**config.mk**
```make
export PLATFORM = sky130hd
export DESIGN_NAME = mem_arbiter
export DESIGN_NICKNAME = d
export VERILOG_FILES = /design/src/rtl/mem_arbiter.sv
export SDC_FILE = /design/constraint.sdc
export NUM_CORES = 1
export LEC_CHECK = 0
export CAP_MARGIN = 20
export CORE_AREA = 2 2 108 110
export CTS_BUF_LIST = sky130_fd_sc_hd__clkbuf_4 sky130_fd_sc_hd__clkbuf_8
export DETAILED_ROUTE_END_ITERATION = 8
export DIE_AREA = 0 0 110 112
export GPL_TIMING_DRIVEN = 0
export MAX_ROUTING_LAYER = met4
export PLACE_DENSITY_LB_ADDON = 0.05
export SYNTH_ARGS = -nofsm -noshare
export SYNTH_HDL_FRONTEND = slang
export SYNTH_SLANG_ARGS = --single-unit
```
**constraint.sdc**
```tcl
create_clock -name clock -period 1.6 [get_ports clock]
set_input_delay 0.16 -clock clock [delete_from_list [all_inputs] [get_ports clock]]
set_output_delay 0.16 -clock clock [all_outputs]
set_load 0.1 [all_outputs]
```
**src/rtl/mem_arbiter.sv**
```systemverilog
// Two-port (instruction fetch / load-store) arbiter onto one memory port.
// One transaction outstanding; ties alternate away from the last served requester.
module mem_arbiter #(
  parameter int unsigned XLEN = 32
) (
  input  logic              clock,
  input  logic              reset,
  input  logic              i_req_valid,
  output logic              i_req_ready,
  input  logic [XLEN-1:0]   i_req_addr,
  output logic              i_resp_valid,
  output logic [XLEN-1:0]   i_resp_rdata,
  input  logic              d_req_valid,
  output logic              d_req_ready,
  input  logic [XLEN-1:0]   d_req_addr,
  input  logic              d_req_we,
  input  logic [XLEN/8-1:0] d_req_wmask,
  input  logic [XLEN-1:0]   d_req_wdata,
  output logic              d_resp_valid,
  output logic [XLEN-1:0]   d_resp_rdata,
  output logic              m_req_valid,
  input  logic              m_req_ready,
  output logic [XLEN-1:0]   m_req_addr,
  output logic              m_req_we,
  output logic [XLEN/8-1:0] m_req_wmask,
  output logic [XLEN-1:0]   m_req_wdata,
  input  logic              m_resp_valid,
  input  logic [XLEN-1:0]   m_resp_rdata,
  output logic              busy
);

  typedef enum logic [1:0] {IDLE, HOLD, WAIT} state_e;
  typedef enum logic       {OWN_I, OWN_D}     owner_e;

  state_e state_q, state_d;
  owner_e owner_q, owner_d;
  owner_e last_q, last_d;
  owner_e sel;
  logic   req_v;

  always_ff @(posedge clock or negedge reset) begin
    if (!reset) begin
      state_q <= IDLE;
      owner_q <= OWN_I;
      last_q  <= OWN_D;
    end else begin
      state_q <= state_d;
      owner_q <= owner_d;
      last_q  <= last_d;
    end
  end

  always_comb begin
    state_d      = state_q;
    owner_d      = owner_q;
    last_d       = last_q;
    sel          = owner_q;
    req_v        = 1'b0;
    i_req_ready  = 1'b0;
    d_req_ready  = 1'b0;
    i_resp_valid = 1'b0;
    d_resp_valid = 1'b0;
    m_req_valid  = 1'b0;
    m_req_addr   = '0;
    m_req_we     = 1'b0;
    m_req_wmask  = '0;
    m_req_wdata  = '0;

    unique case (state_q)
      IDLE: begin
        if (i_req_valid && d_req_valid) sel = (last_q == OWN_I) ? OWN_D : OWN_I;
        else if (d_req_valid)           sel = OWN_D;
        else                            sel = OWN_I;
        req_v = i_req_valid | d_req_valid;
        if (req_v) begin
          owner_d = sel;
          state_d = m_req_ready ? WAIT : HOLD;
        end
      end
      HOLD: begin
        // Selection is locked to the owner; the other side is ignored here.
        sel   = owner_q;
        req_v = (owner_q == OWN_I) ? i_req_valid : d_req_valid;
        if (!req_v)           state_d = IDLE;
        else if (m_req_ready) state_d = WAIT;
      end
      WAIT: begin
        if (m_resp_valid) begin
          i_resp_valid = (owner_q == OWN_I);
          d_resp_valid = (owner_q == OWN_D);
          last_d       = owner_q;
          state_d      = IDLE;
        end
      end
      default: state_d = IDLE;
    endcase

    if (state_q != WAIT) begin
      i_req_ready = (sel == OWN_I) && m_req_ready;
      d_req_ready = (sel == OWN_D) && m_req_ready;
    end

    m_req_valid = req_v;
    if (req_v) begin
      if (sel == OWN_D) begin
        m_req_addr  = d_req_addr;
        m_req_we    = d_req_we;
        m_req_wmask = d_req_wmask;
        m_req_wdata = d_req_wdata;
      end else begin
        m_req_addr  = i_req_addr;
      end
    end
  end

  assign i_resp_rdata = m_resp_rdata;
  assign d_resp_rdata = m_resp_rdata;
  assign busy         = (state_q != IDLE);

endmodule

```
==> results.json, run 1 <==
{
  "leakage_nw": 2.58,
  "syn2layout_area_growth_pct": 241,
  "dp_hpwl_um": 8790,
  "violations": "setup timing",
  "core_area_mm2": 0.0112,
  "report.final.slew_viol_count": 0,
  "yosys.cell_types.count": 29,
  "async_flop_share": 1.00,
  "cts_tree": "yes",
  "finalWorstSetupSlack_ns": -0.473,
  "synth_cells": 295,
  "die_h_um": 112,
  "vias": 3295,
  "wl_met2_um": 6180,
  "path_class": "reg -> out",
  "numPortBuffers": 245,
  "die_w_um": 110,
  "dr.pass1.iters": 4,
  "hold_ws_ns": 0.151,
  "wirelength_um": 11800,
  "power_density_mw_per_mm2": 1410,
  "route.detailed.drc": 0,
  "fin_crit_ns": 2.07,
  "synthTopCellsByCount": "68 x buf_4, 64 x nand3_1, 37 x and2_1",
  "cts_root_buf": "clkbuf_8",
  "clock_tree.buffer_depth": 2,
  "wl_met1_um": 4520,
  "critPathArrivalTime_ns": 1.91,
  "dp.cells": 683,
  "via_per_inst": 4.65,
  "worstReg2RegStart": "state_q[0]",
  "netlist_area_mm2": 0.00199,
  "ys_warn_count": 0,
  "synth_top_cell_by_area": "buf_4",
  "grt_pass1_wl_um": 17500,
  "post-route-period-util": 1.30,
  "vdd_drop_max_v": 0.000891,
  "skew_ns": 0.0000606,
  "dp_slack_ns": -1.67,
  "synth.yosys.seq_area_share": 0.0510,
  "drive_above_1_share": 0.530,
  "timing.setup.tns_ns": -29.08,
  "p_total_w": 0.00956,
  "start_util": 0.178,
  "clk_pin_slew_worst_paths_ns": 0.03,
  "rsz0062_at_grt": "yes",
  "die_area_mm2": 0.0123,
  "grt_max_degree": 11,
  "antenna_found_initial": 0,
  "ys_seq_elements": 4,
  "hold_viol": 0,
  "synth_edf_count": 0,
  "status": "complete, but fails checks",
  "syn_area_per_cell_um2": 6.74,
  "cp.required_ns": 1.44,
  "synth_ff_type": "dfrtp_1",
  "syn-num-nets": 434,
  "relSlewSlack": 0.347,
  "holdCritPathClass": "in -> async",
  "wl_per_cell_um": 16.7,
  "boundaryPins": 278,
  "clock-sinks": 4,
  "path_max_fanout": 10,
  "reg2regPathDepth": 6,
  "diodes": 0,
  "synth_area_leaders": "buf_4 26%, nand3_1 16%, a311oi_1 14%, o211ai_1 12%, and2_1 12%",
  "ctsHoldBuffers": 0,
  "overflow": 0,
  "finalSetupViolations": 73,
  "drtIter0Drc": 111,
  "synth.most_common_cell": "buf_4",
  "cap_violations": 0,
  "r2r_slack_ns": 0.15,
  "cts_inserted_buffers": 3,
  "routed.top_layer": "met4",
  "grt_pass1_vias": 3443,
  "dr_wl_met3_um": 1030,
  "max_freq_mhz": 482,
  "grt_usage": 0.184,
  "rows": 39,
  "synth_top_area_frac": 0.257,
  "fin_cells": 709,
  "place.gp.congestion": 0.726,
  "tightest_slew_ns": 0.977,
  "r2r-end": "owner_q",
  "crit_path_start_kind": "flip-flop",
  "htree_levels": 1,
  "clkLatencyLatePin_ns": 0.22,
  "nets": 706,
  "antenna_left": 0,
  "cp-end-kind": "output port"
}
[layer usage]
metal	global-route usage	vias up
met5	-	-
met4	0.0329	0
met3	0.0369	8
met2	0.330	165
met1	0.209	1536
li1	-	1586
[flip-flops by register name, indices dropped and copies added, names as in the netlist]
register  flops
last_q        1
owner_q       1
state_q       2
[worst max-delay path: stages, from the launching register on]
cell and delay (ns):
dfstp_2 0.58, a21bo_2 0.16, buf_8 0.14, clkbuf_16 0.16, o211ai_1 0.15, a311oi_4 0.28
buf_12 0.22
[power breakdown]
part           internal [W]  switching (W)
combinational       0.00348        0.00562
clock              0.000188      0.0000620
sequential         0.000148      0.0000651
[logic make-up (layout without fill, tap and decap cells)]
family / count (synthesis) / count (layout) / share of synthesized area
AOI/OAI and AO/OA: 74 / 74 / 0.297
and+or+nand+nor: 118 / 118 / 0.330
buffers and inverters: 99 / 370 / 0.322
DFF: 4 / 4 / 0.0510
[per-stage QoR]
step | utilization | area [um^2]
finish | 0.607 | 6780
global route | 0.607 | 6780
CTS | 0.585 | 6540
detailed placement | 0.489 | 5470
global placement | 0.489 | 5470
floorplan | - | 2840
[cell type report]
class	instances	area [um^2]
inverters	2	10.0
flip-flops and latches	4	104
clock buffers	4	48.8
multi-input cells	192	2070
well taps	143	179
fillers	913	4400
repair buffers	269	3470
plain buffers	95	892
[placed cells by master (no fill, tap or decap), types with 2 or more instances in the layout]
| cell | synthesis | final |
|---|---|---|
| nand2_4 | 0 | 2 |
| nand2b_1 | 2 | 2 |
| dfrtp_2 | 0 | 2 |
| nor2b_1 | 2 | 2 |
| buf_8 | 0 | 9 |
| buf_4 | 68 | 79 |
| buf_12 | 0 | 75 |
| nand2_1 | 4 | 2 |
| nor2_4 | 0 | 4 |
| nand3_2 | 0 | 14 |
| o211ai_1 | 32 | 32 |
| buf_2 | 6 | 2 |
| and2_4 | 0 | 37 |
| buf_6 | 0 | 9 |
| clkbuf_2 | 4 | 2 |
| clkbuf_8 | 0 | 12 |
| clkbuf_16 | 0 | 7 |
| a21oi_4 | 0 | 2 |
| a311oi_4 | 0 | 32 |
| nand3_1 | 64 | 50 |
| clkdlybuf4s50_1 | 0 | 168 |
| clkbuf_4 | 0 | 3 |
[what timing repair did]
| action | CTS | global route |
|---|---|---|
| gates resized for setup | 734 | 31 |
| gates cloned | 2 | 5 |
| pin swaps | 29 | 25 |
| setup buffers | 11 | 6 |
| endpoints found under the setup margin | 76 | 75 |
[worst max path at each step]
stage,from,endpoint,slack [ns],cells past startpoint
finish,last_q,m_req_addr[25],-0.47,6
global route,state_q[0],m_req_addr[17],-0.55,7
detailed placement,d_req_valid,m_req_addr[26],-1.67,6
floorplan,state_q[0],m_req_addr[11],-0.54,4
CTS,last_q,m_req_addr[16],-0.49,6
global placement,d_req_valid,m_req_addr[25],-1.70,6
Note: power is estimated with default switching activity, not from simulation.
==> run 2: changes to the inputs <==
--- a/config.mk
+++ b/config.mk
@@ -6,13 +6,15 @@
 export NUM_CORES = 1
 export LEC_CHECK = 0
 export CAP_MARGIN = 20
-export CORE_AREA = 2 2 108 110
+export CELL_PAD_IN_SITES_DETAIL_PLACEMENT = 0
+export CELL_PAD_IN_SITES_GLOBAL_PLACEMENT = 1
+export CORE_UTILIZATION = 13
 export CTS_BUF_LIST = sky130_fd_sc_hd__clkbuf_4 sky130_fd_sc_hd__clkbuf_8
 export DETAILED_ROUTE_END_ITERATION = 8
-export DIE_AREA = 0 0 110 112
 export GPL_TIMING_DRIVEN = 0
 export MAX_ROUTING_LAYER = met4
 export PLACE_DENSITY_LB_ADDON = 0.05
+export SETUP_SLACK_MARGIN = 0.05
 export SYNTH_ARGS = -nofsm -noshare
 export SYNTH_HDL_FRONTEND = slang
 export SYNTH_SLANG_ARGS = --single-unit
==> run 2 against run 1 <==
The run ends with DRC, setup timing left; sequential share of layout area shrank 0.14 points; via count is 6.0% higher; worst setup slack lost 0.15 ns; critical path depth is 2 higher; cell area up 10%; sequential power fell by 8%; utilization shrank 9.9 points.
==> results.json, run 2 (synthesis results as in run 1) <==
{
  "dr.pass1.iters": 6,
  "boundaryPins": 278,
  "syn2layout_area_growth_pct": 276,
  "place.gp.congestion": 0.720,
  "path_max_fanout": 5,
  "antenna_found_initial": 0,
  "vdd_drop_max_v": 0.000841,
  "regMostFlops": "state_q",
  "power_density_mw_per_mm2": 1390,
  "post-route-period-util": 1.39,
  "path_class": "reg -> out",
  "final_cell_mix": "168 x clkdlybuf4s50_1, 88 x buf_4, 79 x buf_12",
  "report.final.slew_viol_count": 0,
  "cts_inserted_buffers": 3,
  "dp_slack_ns": -1.74,
  "grt_pass1_wl_um": 20300,
  "cp.required_ns": 1.44,
  "largest_register_ffs": 2,
  "status": "complete, but fails checks",
  "fin_cells": 793,
  "drive_above_1_share": 0.591,
  "die_h_um": 126,
  "htree_levels": 1,
  "nets": 749,
  "largestRegisters": "state_q (2), last_q (1), owner_q (1)",
  "grt_pass1_vias": 3779,
  "layout_commonest_cell": "clkdlybuf4s50_1",
  "cts_tree": "yes",
  "rsz0062_at_grt": "yes",
  "finalWorstSetupSlack_ns": -0.621,
  "skew_ns": 0.00264,
  "nFillCells": 1342,
  "critPathArrivalTime_ns": 2.06,
  "die_w_um": 126,
  "core_area_mm2": 0.0148,
  "via_per_inst": 4.40,
  "grt_max_degree": 11,
  "wirelength_um": 13000,
  "cp-end-kind": "output port",
  "clock-sinks": 4,
  "vias": 3493,
  "dp.cells": 724,
  "worstReg2RegStart": "state_q[0]",
  "antenna_left": 0,
  "overflow": 0,
  "rows": 44,
  "diodes": 0,
  "fin_crit_ns": 2.22,
  "hold_viol": 0,
  "leakage_nw": 2.88,
  "numPortBuffers": 245,
  "finalSetupViolations": 73,
  "cap_violations": 0,
  "crit_start": "last_q",
  "wl_per_cell_um": 16.3,
  "grt_usage": 0.165,
  "die_area_mm2": 0.0158,
  "route.detailed.drc": 22,
  "final_util": 0.507,
  "violations": "DRC, setup timing",
  "tightest_slew_ns": 0.979,
  "max_freq_mhz": 450,
  "clk_pin_slew_worst_paths_ns": 0.03,
  "clkLatencyLatePin_ns": 0.22,
  "clock_tree.buffer_depth": 2,
  "holdCritPathClass": "in -> async",
  "crit_path_start_kind": "flip-flop",
  "cts_root_buf": "clkbuf_8",
  "relSlewSlack": 0.345,
  "dp_hpwl_um": 9200,
  "start_util": 0.135,
  "drtIter0Drc": 78
}
-- run 2: cell count changes in the layout (fill, tap and decap cells not counted), moves of 2 or more --
| cell | before | now |
|---|---|---|
| nand3_2 | 14 | 18 |
| nand3_1 | 50 | 40 |
| nor2b_1 | 2 | 0 |
| clkbuf_8 | 12 | 4 |
| buf_4 | 79 | 88 |
| buf_6 | 9 | 42 |
| nand3_4 | 0 | 6 |
| buf_12 | 75 | 79 |
| buf_2 | 2 | 0 |
| buf_8 | 9 | 15 |
-- run 2: worst paths after layout --
kind	end	slack (ns)	cells after the start
min in group clock	last_q	0.53	1
worst max-delay path	m_req_addr[19]	-0.62	8
worst max register to register	state_q[1]	0.09	7
max in group asynchronous	last_q	1.19	1
worst min-delay path	state_q[0]	0.16	1
worst min register to register	last_q	0.53	1
-- run 2: per-stage QoR --
stage	cell area (um^2)	total power (W)	setup TNS, ns	hold slack, ns
2_1_floorplan	2840	0.00601	-26.18	-0.136
3_3_place_gp	5520	0.00759	-120.37	0.388
3_5_place_dp	5520	0.00760	-122.73	0.385
4_1_cts	7160	0.0100	-36.87	0.158
5_1_grt	7480	0.0107	-41.84	0.175
6_report	7480	0.0104	-35.55	0.158
-- run 2: per-layer routing --
layer,up-vias,routed length [um],track usage
met3,8,1210,0.0399
met5,-,0,-
met4,0,93,0.0208
li1,1667,-,-
met1,1649,4890,0.190
met2,169,6770,0.295
-- run 2: critical path, cell delays in order (launching register included) --
cell       delay (ns)
dfstp_2          0.53
buf_6            0.11
a21bo_4          0.12
buf_8            0.11
clkbuf_16        0.13
buf_6            0.10
o211ai_1         0.13
a311oi_4         0.38
buf_12           0.22
-- run 2: area by class of cell --
type	instances	area [um^2]	area share
buffer	89	856	0.114
clock buffer	4	48.8	0.00652
inverter	2	7.51	0.00100
multi-input combinational	192	2210	0.296
sequential	4	104	0.0139
tap	184	230	0.0308
timing repair buffer	318	4030	0.538
-- run 2: timing repair --
| action | 4_1_cts | 5_1_grt |
|---|---|---|
| resized for setup | 789 | 85 |
| gates cloned | 5 | 3 |
| hold buffers | 0 | 0 |
| buffers inserted | 48 | 29 |
| pin swaps | 43 | 55 |
| setup endpoints to repair | 78 | 75 |
-- run 2: power breakdown --
group          switching (W)  leakage (nW)  internal, W
logic                0.00589          2.81      0.00404
registers          0.0000478        0.0454     0.000147
clock network      0.0000592        0.0262     0.000188
